`src/rtl/pulse_indicator_driver_pkg.sv`:
```
// Shared constants for the LED pulse indicator: state encoding, tick
// divider ratios and counter widths.
package pulse_indicator_driver_pkg;

  typedef enum logic [1:0] {
    IDLE = 2'd0,
    ON   = 2'd1,
    GAP  = 2'd2
  } state_t;

  // clk cycles per tick: 1 ms at 100 MHz on hardware, short in simulation
  localparam int DIV_HW  = 100000;
  localparam int DIV_SIM = 4;

  localparam int TICK_W = 8;   // holds up to 255 ticks per phase
  localparam int PRE_W  = 17;  // holds DIV_HW-1

endpackage

```
`src/rtl/pulse_indicator_driver_tick_gen.sv`:
```
// Prescaler producing a one-cycle tick every DIV clocks. clr restarts the
// count so a phase that begins on a state change gets whole ticks only.
module tick_gen
  import pulse_indicator_driver_pkg::*;
#(
  parameter int sim = 0
) (
  input  logic clk,
  input  logic reset,
  input  logic clr,
  output logic tick
);

  localparam int DIV = (sim != 0) ? DIV_SIM : DIV_HW;
  localparam logic [PRE_W-1:0] PRE_LAST = PRE_W'(DIV - 1);

  logic [PRE_W-1:0] pre;

  assign tick = (pre == PRE_LAST);

  // count 0..DIV-1, wrap on the tick, restart on clear or reset
  always_ff @(posedge clk) begin
    if (!reset || clr || tick) pre <= '0;
    else                       pre <= pre + 1'b1;
  end

endmodule

```
`src/rtl/pulse_indicator_driver.sv`:
```
// Turns single-cycle event strobes into fixed-length LED blinks separated
// by a fixed dark gap. Strobes arriving while a blink or gap is in progress
// are queued in a saturating counter and replayed one blink each.
module pulse_indicator_driver
  import pulse_indicator_driver_pkg::*;
#(
  parameter int sim       = 0,
  parameter int ON_TICKS  = 200,
  parameter int GAP_TICKS = 100,
  parameter int MAX_PEND  = 7
) (
  input  logic       clk,
  input  logic       reset,
  input  logic       PulseIn,
  output logic       LedOut,
  output logic       Busy,
  output logic [2:0] Pending,
  output logic       Dropped
);

  localparam logic [TICK_W-1:0] ON_LAST  = TICK_W'(ON_TICKS - 1);
  localparam logic [TICK_W-1:0] GAP_LAST = TICK_W'(GAP_TICKS - 1);
  localparam logic [2:0]        PEND_MAX = 3'(MAX_PEND);

  state_t            state, state_nxt;
  logic [2:0]        pend_nxt;
  logic              drop_nxt;
  logic              clr;
  logic              tick;
  logic [TICK_W-1:0] tcnt;

  tick_gen #(.sim(sim)) u_tick (
    .clk  (clk),
    .reset(reset),
    .clr  (clr),
    .tick (tick)
  );

  // ticks elapsed in the current phase; restarts with every state change
  always_ff @(posedge clk) begin
    if (!reset || clr) tcnt <= '0;
    else if (tick)     tcnt <= tcnt + 1'b1;
  end

  // next state, queue update and drop strobe
  always_comb begin
    state_nxt = state;
    pend_nxt  = Pending;
    drop_nxt  = 1'b0;
    case (state)
      IDLE: begin
        // a strobe from idle is shown directly, never queued
        if (PulseIn) state_nxt = ON;
      end
      ON: begin
        if (PulseIn) begin
          if (Pending == PEND_MAX) drop_nxt = 1'b1;
          else                     pend_nxt = Pending + 3'd1;
        end
        if (tick && tcnt == ON_LAST) state_nxt = GAP;
      end
      GAP: begin
        if (tick && tcnt == GAP_LAST) begin
          // end of gap: a queued event or a strobe right now starts the
          // next blink; a strobe here replaces the dequeue (net zero)
          if (Pending != 3'd0 || PulseIn) begin
            state_nxt = ON;
            if (Pending != 3'd0 && !PulseIn) pend_nxt = Pending - 3'd1;
          end else begin
            state_nxt = IDLE;
          end
        end else if (PulseIn) begin
          if (Pending == PEND_MAX) drop_nxt = 1'b1;
          else                     pend_nxt = Pending + 3'd1;
        end
      end
      default: state_nxt = IDLE;
    endcase
    clr = (state_nxt != state);
  end

  // state and registered outputs
  always_ff @(posedge clk) begin
    if (!reset) begin
      state   <= IDLE;
      LedOut  <= 1'b0;
      Busy    <= 1'b0;
      Pending <= 3'd0;
      Dropped <= 1'b0;
    end else begin
      state   <= state_nxt;
      LedOut  <= (state_nxt == ON);
      Busy    <= (state_nxt != IDLE);
      Pending <= pend_nxt;
      Dropped <= drop_nxt;
    end
  end

endmodule
```
`config.mk`:
```
export PLATFORM = sky130hd
export DESIGN_NAME = pulse_indicator_driver
export DESIGN_NICKNAME = d
export VERILOG_FILES = /design/src/rtl/pulse_indicator_driver_pkg.sv /design/src/rtl/pulse_indicator_driver_tick_gen.sv /design/src/rtl/pulse_indicator_driver.sv
export SDC_FILE = /design/constraint.sdc
export NUM_CORES = 1
export LEC_CHECK = 0
export CORE_ASPECT_RATIO = 1.2
export CORE_MARGIN = 3
export CORE_UTILIZATION = 40
export CTS_CLUSTER_SIZE = 20
export DETAILED_ROUTE_END_ITERATION = 10
export PLACE_DENSITY = 0.66
export SYNTH_ARGS = -nofsm -noshare
export SYNTH_HDL_FRONTEND = slang
export SYNTH_SLANG_ARGS = --single-unit
```
`constraint.sdc`:
```
create_clock -name clk -period 2.9 [get_ports clk]
set_input_delay 0.29 -clock clk [delete_from_list [all_inputs] [get_ports clk]]
set_output_delay 0.29 -clock clk [all_outputs]
set_load 0.02 [all_outputs]
```
# Word-level counts from Yosys, hierarchy flattened
# Index checks and enable logic that the tools add are counted.
# W data, S select, Z words.
dict set report totals {
  regBits 33
  inputBits 3
  out_inout_bits 6
  wordCells 49
}
dict set report classes {
  n_addsub 4
  eq_ne 10
  mux 15
  reduce_logical 13
}
# operator count
set op_table {}
lappend op_table {{$add A17 B1 Y17 const B} 1}
lappend op_table {{$eq A17 B17 Y1 const B} 1}
lappend op_table {{$mux W3} 5}
lappend op_table {{$add A8 B1 Y8 const B} 1}
lappend op_table {{$eq A8 B7 Y1 const B} 1}
lappend op_table {{$eq A8 B8 Y1 const B} 1}
lappend op_table {{$mux W2} 3}
lappend op_table {{$ne A3 B3 Y1 const B} 2}
lappend op_table {{$pmux W2 S3} 1}
lappend op_table {{$pmux W3 S2} 1}
lappend op_table {{$eq A2 B1 Y1 const B} 2}
lappend op_table {{$mux W1} 4}
lappend op_table {{$reduce_bool A2 Y1} 2}
lappend op_table {{$add A3 B1 Y3 const B} 1}
lappend op_table {{$eq A3 B3 Y1 const B} 1}
lappend op_table {{$logic_and A1 B1 Y1} 3}
lappend op_table {{$logic_or A1 B1 Y1} 3}
lappend op_table {{$reduce_and A3 Y1} 1}
lappend op_table {{$reduce_bool A3 Y1} 1}
lappend op_table {{$sub A3 B1 Y3 const B} 1}
lappend op_table {{$eq A2 B2 Y1 const B} 1}
lappend op_table {{$logic_not A1 Y1} 2}
lappend op_table {{$logic_not A2 Y1} 1}
lappend op_table {{$ne A2 B2 Y1} 1}
lappend op_table {{$pmux W1 S2} 1}

# Depth between registers and ports, before layout
dict set report depth {
  depth_word 8
  mapped_depth 9
  depth_no_buf 8
}

# By module
# Synthesis repeated with hierarchy kept, for this count alone.
dict set report hier_totals {
  cells_unflattened 221
  hier_area_um2 1970.6
}
# module n_inst cells_each area_per_inst_um2 seq_area_each_um2
set by_module_without_submodules {}
lappend by_module_without_submodules {pulse_indicator_driver 1 133 1168.6 320.3}
lappend by_module_without_submodules {tick_gen 1 88 802.0 340.3}

# Least setup slack after synthesis
# Ideal clock, no wire load.
dict set report synth_path {
  path_type {register to register}
  from {reg u_tick.pre[0]}
  to {reg u_tick.pre[11]}
  arrival_ps 2163
  path_slack_ps 622
  stages_incl_launch_ff 9
  n_path_buf 1
  period_less_slack_ps 2278
  cell_sequence {dfxtp_1 > ha_1 > and4_2 > nand4_4 > o21a_1 > o41ai_4 > o21bai_2 > buf_6 > nor2_1}
}
dict set report synth_between {
  elab_chain_len 7
  word_cells_on_any_way 10
  cone_classes {1 x add/sub; 2 x eq/ne; 3 x mux; 4 x reduce/logical}
}
# element line
set synth_rtl {}
lappend synth_rtl {{start: declaration} pulse_indicator_driver_tick_gen.sv:17} ;# logic [PRE_W-1:0] pre;
lappend synth_rtl {{start signal: assignment} pulse_indicator_driver_tick_gen.sv:24} ;# else pre <= pre + 1'b1;
lappend synth_rtl {{$eq A17 B17 Y1} pulse_indicator_driver_tick_gen.sv:19} ;# assign tick = (pre == PRE_LAST);
lappend synth_rtl {{$logic_and A1 B1 Y1, on equally long branches} {pulse_indicator_driver.sv:63, pulse_indicator_driver.sv:60}}
lappend synth_rtl {{$mux W2, on equally long branches} {pulse_indicator_driver.sv:63, pulse_indicator_driver.sv:60}}
lappend synth_rtl {{$pmux W2 S3} pulse_indicator_driver.sv:50} ;# case (state)
lappend synth_rtl {{$ne A2 B2 Y1} pulse_indicator_driver.sv:79} ;# clr = (state_nxt != state);
lappend synth_rtl {{$logic_or A1 B1 Y1 (2 in a row)} pulse_indicator_driver_tick_gen.sv:23} ;# if (!reset || clr || tick) pre <= '0;
# Parallel ways exist; a longest one is shown, timed or not.
# A chain may end at the register's enable or synchronous reset.

# Worst setup path in the final report
dict set report layout_path {
  from {reg u_tick.pre[0]}
  to {reg u_tick.pre[4]}
}
# The elaborated chain is that of the path after synthesis.

==> results.toml <==
[outcome]
status = "finished, final reports clean"

[global_routing]
grt_usage_pct = 15.4
use_met1_pct = 17.1
grt_max_degree = 17
grt_pass1_vias = 1450
grt_pass1_wl_mm = 6.33
grt_use_met2_pct = 26.4
antenna_found_initial = 0
busiest_layer = "met2"
grt_util_met3_pct = 4.20
overflow = 0

[floorplanning]
die-area_mm2 = 0.00544
row_count = 26
design.portCount = 9
fp.dieW_um = 67.8
start_util_pct = 42.4
coreArea_mm2 = 0.00433
fp.dieH_um = 80.2

[synthesis]
synth_top_area_share_pct = 36.0
synth_warnings = 0
synth_ff_type = "dfxtp_1"
async_flop_share_pct = 0
syn_inst = 202
synth_edf_count = 0
ys_ff_latch = 33
seq_area_frac_synth_pct = 36.0
post-synth-top-count-cell = "dfxtp_1"
syn_area_mm2 = 0.00183
yosysTopAreaCell = "dfxtp_1"
ys_top_cells_by_count = "dfxtp_1 (33), nor2_1 (26), xor2_1 (15)"
synth_cell_types = 49
synth_fp_nets = 214
syn_area_per_cell_um2 = 9.08
synthTopCellsByArea = "dfxtp_1 (36%), xor2_1 (7.2%), ha_1 (6.1%)"

[clock_tree]
cts_buffers = 5
ctsResizeCount = 0
insertion_delay_ps = 290
clk_pin_slew_ps = 60
ctsHoldBuffers = 0
clock_path_buffers = 2
cts_root_buffer = "clkbuf_8"
cts_setup_buffers = 0
clock_sinks = 33
cts_tree = "built"
htreeDepth = 2

[cells_and_area]
area.growth.synth_to_final_pct = 13.1
fin_area_mm2 = 0.00207
fin_util_pct = 47.9
drive_gt1_share_pct = 12.0
antenna_cells = 0
fin_nets = 228

[pwr]
power_frac_comb_pct = 10.2
seqPwrFrac_pct = 49.6
p_clk_share_pct = 40.1
power.internal_mw = 0.718
leakagePower_nw = 0.747
p_total_mw = 0.949
p_switching_mw = 0.231
p_per_area_mw_per_mm2 = 457
peakVddDrop_mv = 0.188
p_sw_share_pct = 24.4

[worst_setup_path]
worst_r2r_endpoint = "u_tick.pre[4]"
crit_path_end = "u_tick.pre[4]"
crit_fanout = 16
critical-path-slowest-cell = "o21bai_2"
crit_required_ps = 3040
max_stage_delay_ps = 630
r2r-start = "u_tick.pre[0]"
crit_path_end_kind = "flip-flop"
startpoint_type = "flip-flop"
rrSetupSlack_ps = 250
worstSetupPathType = "reg2reg"
critPathLaunch = "u_tick.pre[0]"
reg2reg_depth = 7
cp.arrival_ps = 2800
path_cells = "ha_1, and4_2, nand4_1, o41ai_1, a31oi_1, o21bai_2, nor2_1"

[placement]
dp_hpwl_mm = 2.63
place.gp.congestion = 0.843
placed_cell_area_mm2 = 0.00197
io_buffer_count = 8

[sta]
fin_setup_tns_ps = 0
max_clock_freq_ghz = 0.377
post-route-period-util_pct = 91.5
maxSlewViolCount = 0
slew-limit-headroom_pct = 50.8
fin_skew_ps = 7.64
finalSetupViolCount = 0
hold_viol_final = 0
rsz0062_at_grt = "no"
post-route-min-period_ps = 2650
worst_pin_slew_ps = 738

[routing]
drtAntennaViolNets = 0
vias = 1481
first_iter_violations = 76
route.final.wire_length_mm = 3.62
via_per_inst = 5.42
firstDrtPassIters = 4
avgRoutedWirePerCell_um = 13.2
drcViolationCount = 0

[hold_path]
hp-class = "reg2reg"

[job]
drv_cap = 0
==> power groups by stage <==
stage          sequential [mW]  clock [mW]  combinational [mW]
3_3_place_gp             0.481           0              0.0964
2_1_floorplan            0.486           0              0.0658
3_5_place_dp             0.481           0              0.0973
6_report                 0.471       0.381              0.0970
5_1_grt                  0.472       0.419               0.109
4_1_cts                  0.471       0.399              0.0980
==> placed cells by master, fill, tap and decap left out, drive strengths merged, types with 2 or more instances in the layout <==
master	instances
a21oi	3
nor2b	2
and4bb	4
inv	9
nor4b	2
xnor2	8
o41ai	2
and3	6
ha	9
buf	3
clkdlybuf4s50	8
nor3	4
o31ai	2
nand2	11
nand3	10
nand4	11
nor2	29
dfxtp	33
o21bai	2
nor4	9
clkbuf	7
o21ai	7
xor2	15
and4	2
==> cell families (layout without fill, tap and decap cells) <==
logic type | Yosys count | after routing | synth area share (%)
flip-flops | 33 | 33 | 36.0
AO/OA/AOI/OAI | 27 | 27 | 11.8
AND/OR/NAND/NOR | 97 | 97 | 31.4
adder cells (fa/ha/maj) | 9 | 9 | 6.14
buffers and inverters | 13 | 28 | 3.68
XOR/XNOR | 23 | 23 | 11.0
==> final cells by class <==
class,count,area (µm²)
repair buffers,11,103
well taps,56,70.1
flip-flops and latches,33,661
fillers,427,2250
clock buffers,7,96.3
clock inverters,1,5.00
multi-input cells,156,1110
inverters,9,33.8
==> worst min path at each step <==
| stage | startpoint | endpoint | slack, ps | cells past startpoint |
|---|---|---|---|---|
| 3_5_place_dp | u_tick.pre[0] | u_tick.pre[0] | 480 | 1 |
| 6_report | u_tick.pre[0] | u_tick.pre[0] | 490 | 1 |
| 2_1_floorplan | reset | Pending[1] | 430 | 1 |
| 5_1_grt | u_tick.pre[0] | u_tick.pre[0] | 510 | 1 |
| 3_3_place_gp | u_tick.pre[0] | u_tick.pre[0] | 470 | 1 |
| 4_1_cts | u_tick.pre[0] | u_tick.pre[0] | 490 | 1 |
==> registers in the layout, indices dropped and copies added (netlist names) <==
| signal | cells |
|---|---|
| tcnt | 8 |
| Dropped | 1 |
| LedOut | 1 |
| u_tick.pre | 17 |
| Busy | 1 |
| Pending | 3 |
| state | 2 |
==> routing by layer <==
layer  vias to the layer above  part of all wire (%)
li1                        763                     -
met1                       687                    44
met2                        24                    50
met3                         7                   3.6
met4                         0                   1.7
met5                         -                     0
==> critical path, delay by kind of cell, from the launching register on <==
family          cells  cell delay, ps
simple gates        3             760
compound gates      3            1180
flops               1             370
fa+ha+maj           1             220
==> through the flow <==
step                      hold slack [ps]  setup slack (ps)  instances
after floorplan                       430               622        202
after global placement                466               306        265
after detailed placement              485               243        265
after CTS                             494               234        273
after global routing                  514              19.4        273
final                                 488               247        273
(Power assumes the default switching activity.)
==> variant (same flow settings) <==
`PRE_W`: 17 -> 34.
--- a/src/rtl/pulse_indicator_driver_pkg.sv
+++ b/src/rtl/pulse_indicator_driver_pkg.sv
@@ -13,7 +13,7 @@
   localparam int DIV_SIM = 4;
 
   localparam int TICK_W = 8;   // holds up to 255 ticks per phase
-  localparam int PRE_W  = 17;  // holds DIV_HW-1
+  localparam int PRE_W  = 34;  // holds DIV_HW-1
 
 endpackage
 
Check against the original RTL: no difference found for any inputs over 10 cycles, from zero or initial values and one cycle with reset low; that may be too few to reach the edited logic, so the function may still have changed.
==> variant against the original RTL <==
- worst setup slack better by 0.15 ns
- area after synthesis grew 42%
- die area grew 38%
- total power up 38%
- clock power increased by 30%
- sequential share of layout area is 2.7 points higher
- final area up 40%
- core utilization is 0.98 points lower
- wire length grew 35%
- non-clock buffer count rose by 1
- critical path depth unchanged
- sequential cell count grew 17
- critical endpoint is now u_tick.pre[26]
==> variant: results (changes against the original RTL) <==
status: "completed"
routed-wl-met2_mm: 2.386  # +31%
hp-start: "u_tick.pre[0]"
ctsResizeCount: 0  # unchanged
dp_hpwl_mm: 3.532  # +35%
async_reset_ff_share_pct: 0  # unchanged
dr.max_layer_used: "met4"
ys_seq_area_share_pct: 38.48  # +2.5 points
multi_input_area_share_pct: 52.10  # -1.2 points
grt_pass1_vias: 1946  # +34%
drive_above_1_share_pct: 11.58  # -0.41 points
ys_top_cells_by_count: "50 x dfxtp_1, 46 x nor2_1, 23 x xor2_1"
clk_share_pct: 3.888  # -1.0 points
reg.largest.list: "u_tick.pre: 34 flops, tcnt: 8 flops, Pending: 3 flops"
synth_cell_type_count: 52  # +6.1%
syn-num-nets: 309  # +44%
syn_avg_cell_area_um2: 8.758  # -3.5%
worstMarginPinSlew_ns: 0.7058  # -0.03207 ns
fillers: 597  # +40%
critPathMaxFanout: 5  # -11
grt_pass1_wl_mm: 8.556  # +35%
clk_latency_ns: 0.29  # about the same
buf_share_pct: 4.233  # -0.71 points
gr-usage-met2_pct: 24.09  # -2.3 points
met3_usage_pct: 2.863  # -1.3 points
dp_slack_ns: 0.4041  # +0.1609 ns
holdWs_ns: 0.4808  # -0.007552 ns
grt_use_met1_pct: 17.19  # +0.065 points
worst_r2r_endpoint: "u_tick.pre[26]"
n_all_buffers: 12  # +1
finalNetCount: 323  # +42%
ys_ff_latch: 50  # +52%
wl_met1_mm: 2.294  # +43%
wl_mm: 4.881  # +35%
clock_buffers: 6  # -1
place_inst: 386  # +46%
post_drt_wl_per_cell_um: 12.42  # -6.2%
period_share_pct: 86.36  # -5.1 points
crit_slowest_cell: "or4_1"
comb.multi_input.count: 229  # +47%
cp.arrival_ns: 2.69  # -0.11 ns
p_leak_nw: 0.9934  # +33%
clk_pin_slew_ns: 0.08  # +0.02 ns
drt-initial-drc-count: 58  # -24%
critPathMaxStageDelay_ns: 0.71  # +0.08 ns
seq_share_pct: 34.56  # +2.7 points
cpLargestDelayFamily: "simple AND/OR/NAND/NOR gates"
grt_max_degree: 34  # +17
grt_use_total_pct: 14.02  # -1.4 points
gp_congestion: 0.8724  # +3.5%
synthTopCellsByArea: "dfxtp_1 38%, xor2_1 7.7%, nor2_1 6.6%"
routed-via-count: 2045  # +38%
finalClockSkew_ns: 0.003263  # -0.004382 ns
irDropWorstVdd_mv: 0.1940  # +3.2%
n_all_inverters: 13  # +4
==> variant: power breakdown <==
part / switching [mW] / total (mW) / internal [mW]
combinational: 0.0661 / 0.107 / 0.0412
sequential: 0.00878 / 0.704 / 0.695
clock: 0.218 / 0.494 / 0.276
total: 0.292 / 1.30 / 1.01
==> variant: kinds of logic after synthesis <==
group / count (synthesis) / share of synthesized area (%)
compound gates: 23 / 6.831
flops: 50 / 38.48
buf+inv: 18 / 3.511
fa+ha+maj: 9 / 4.329
mux: 4 / 1.587
simple gates: 154 / 32.13
xor+xnor: 39 / 13.13
==> variant: stage by stage <==
stage | utilization, % | total power [mW] | instance area (um2)
detailed placement | 45.14 | 0.8285 | 2784
floorplan | - | 0.8000 | 2601
CTS | 46.97 | 1.325 | 2897
global placement | 45.14 | 0.8265 | 2784
global route | 46.97 | 1.353 | 2897
finish | 46.97 | 1.305 | 2897
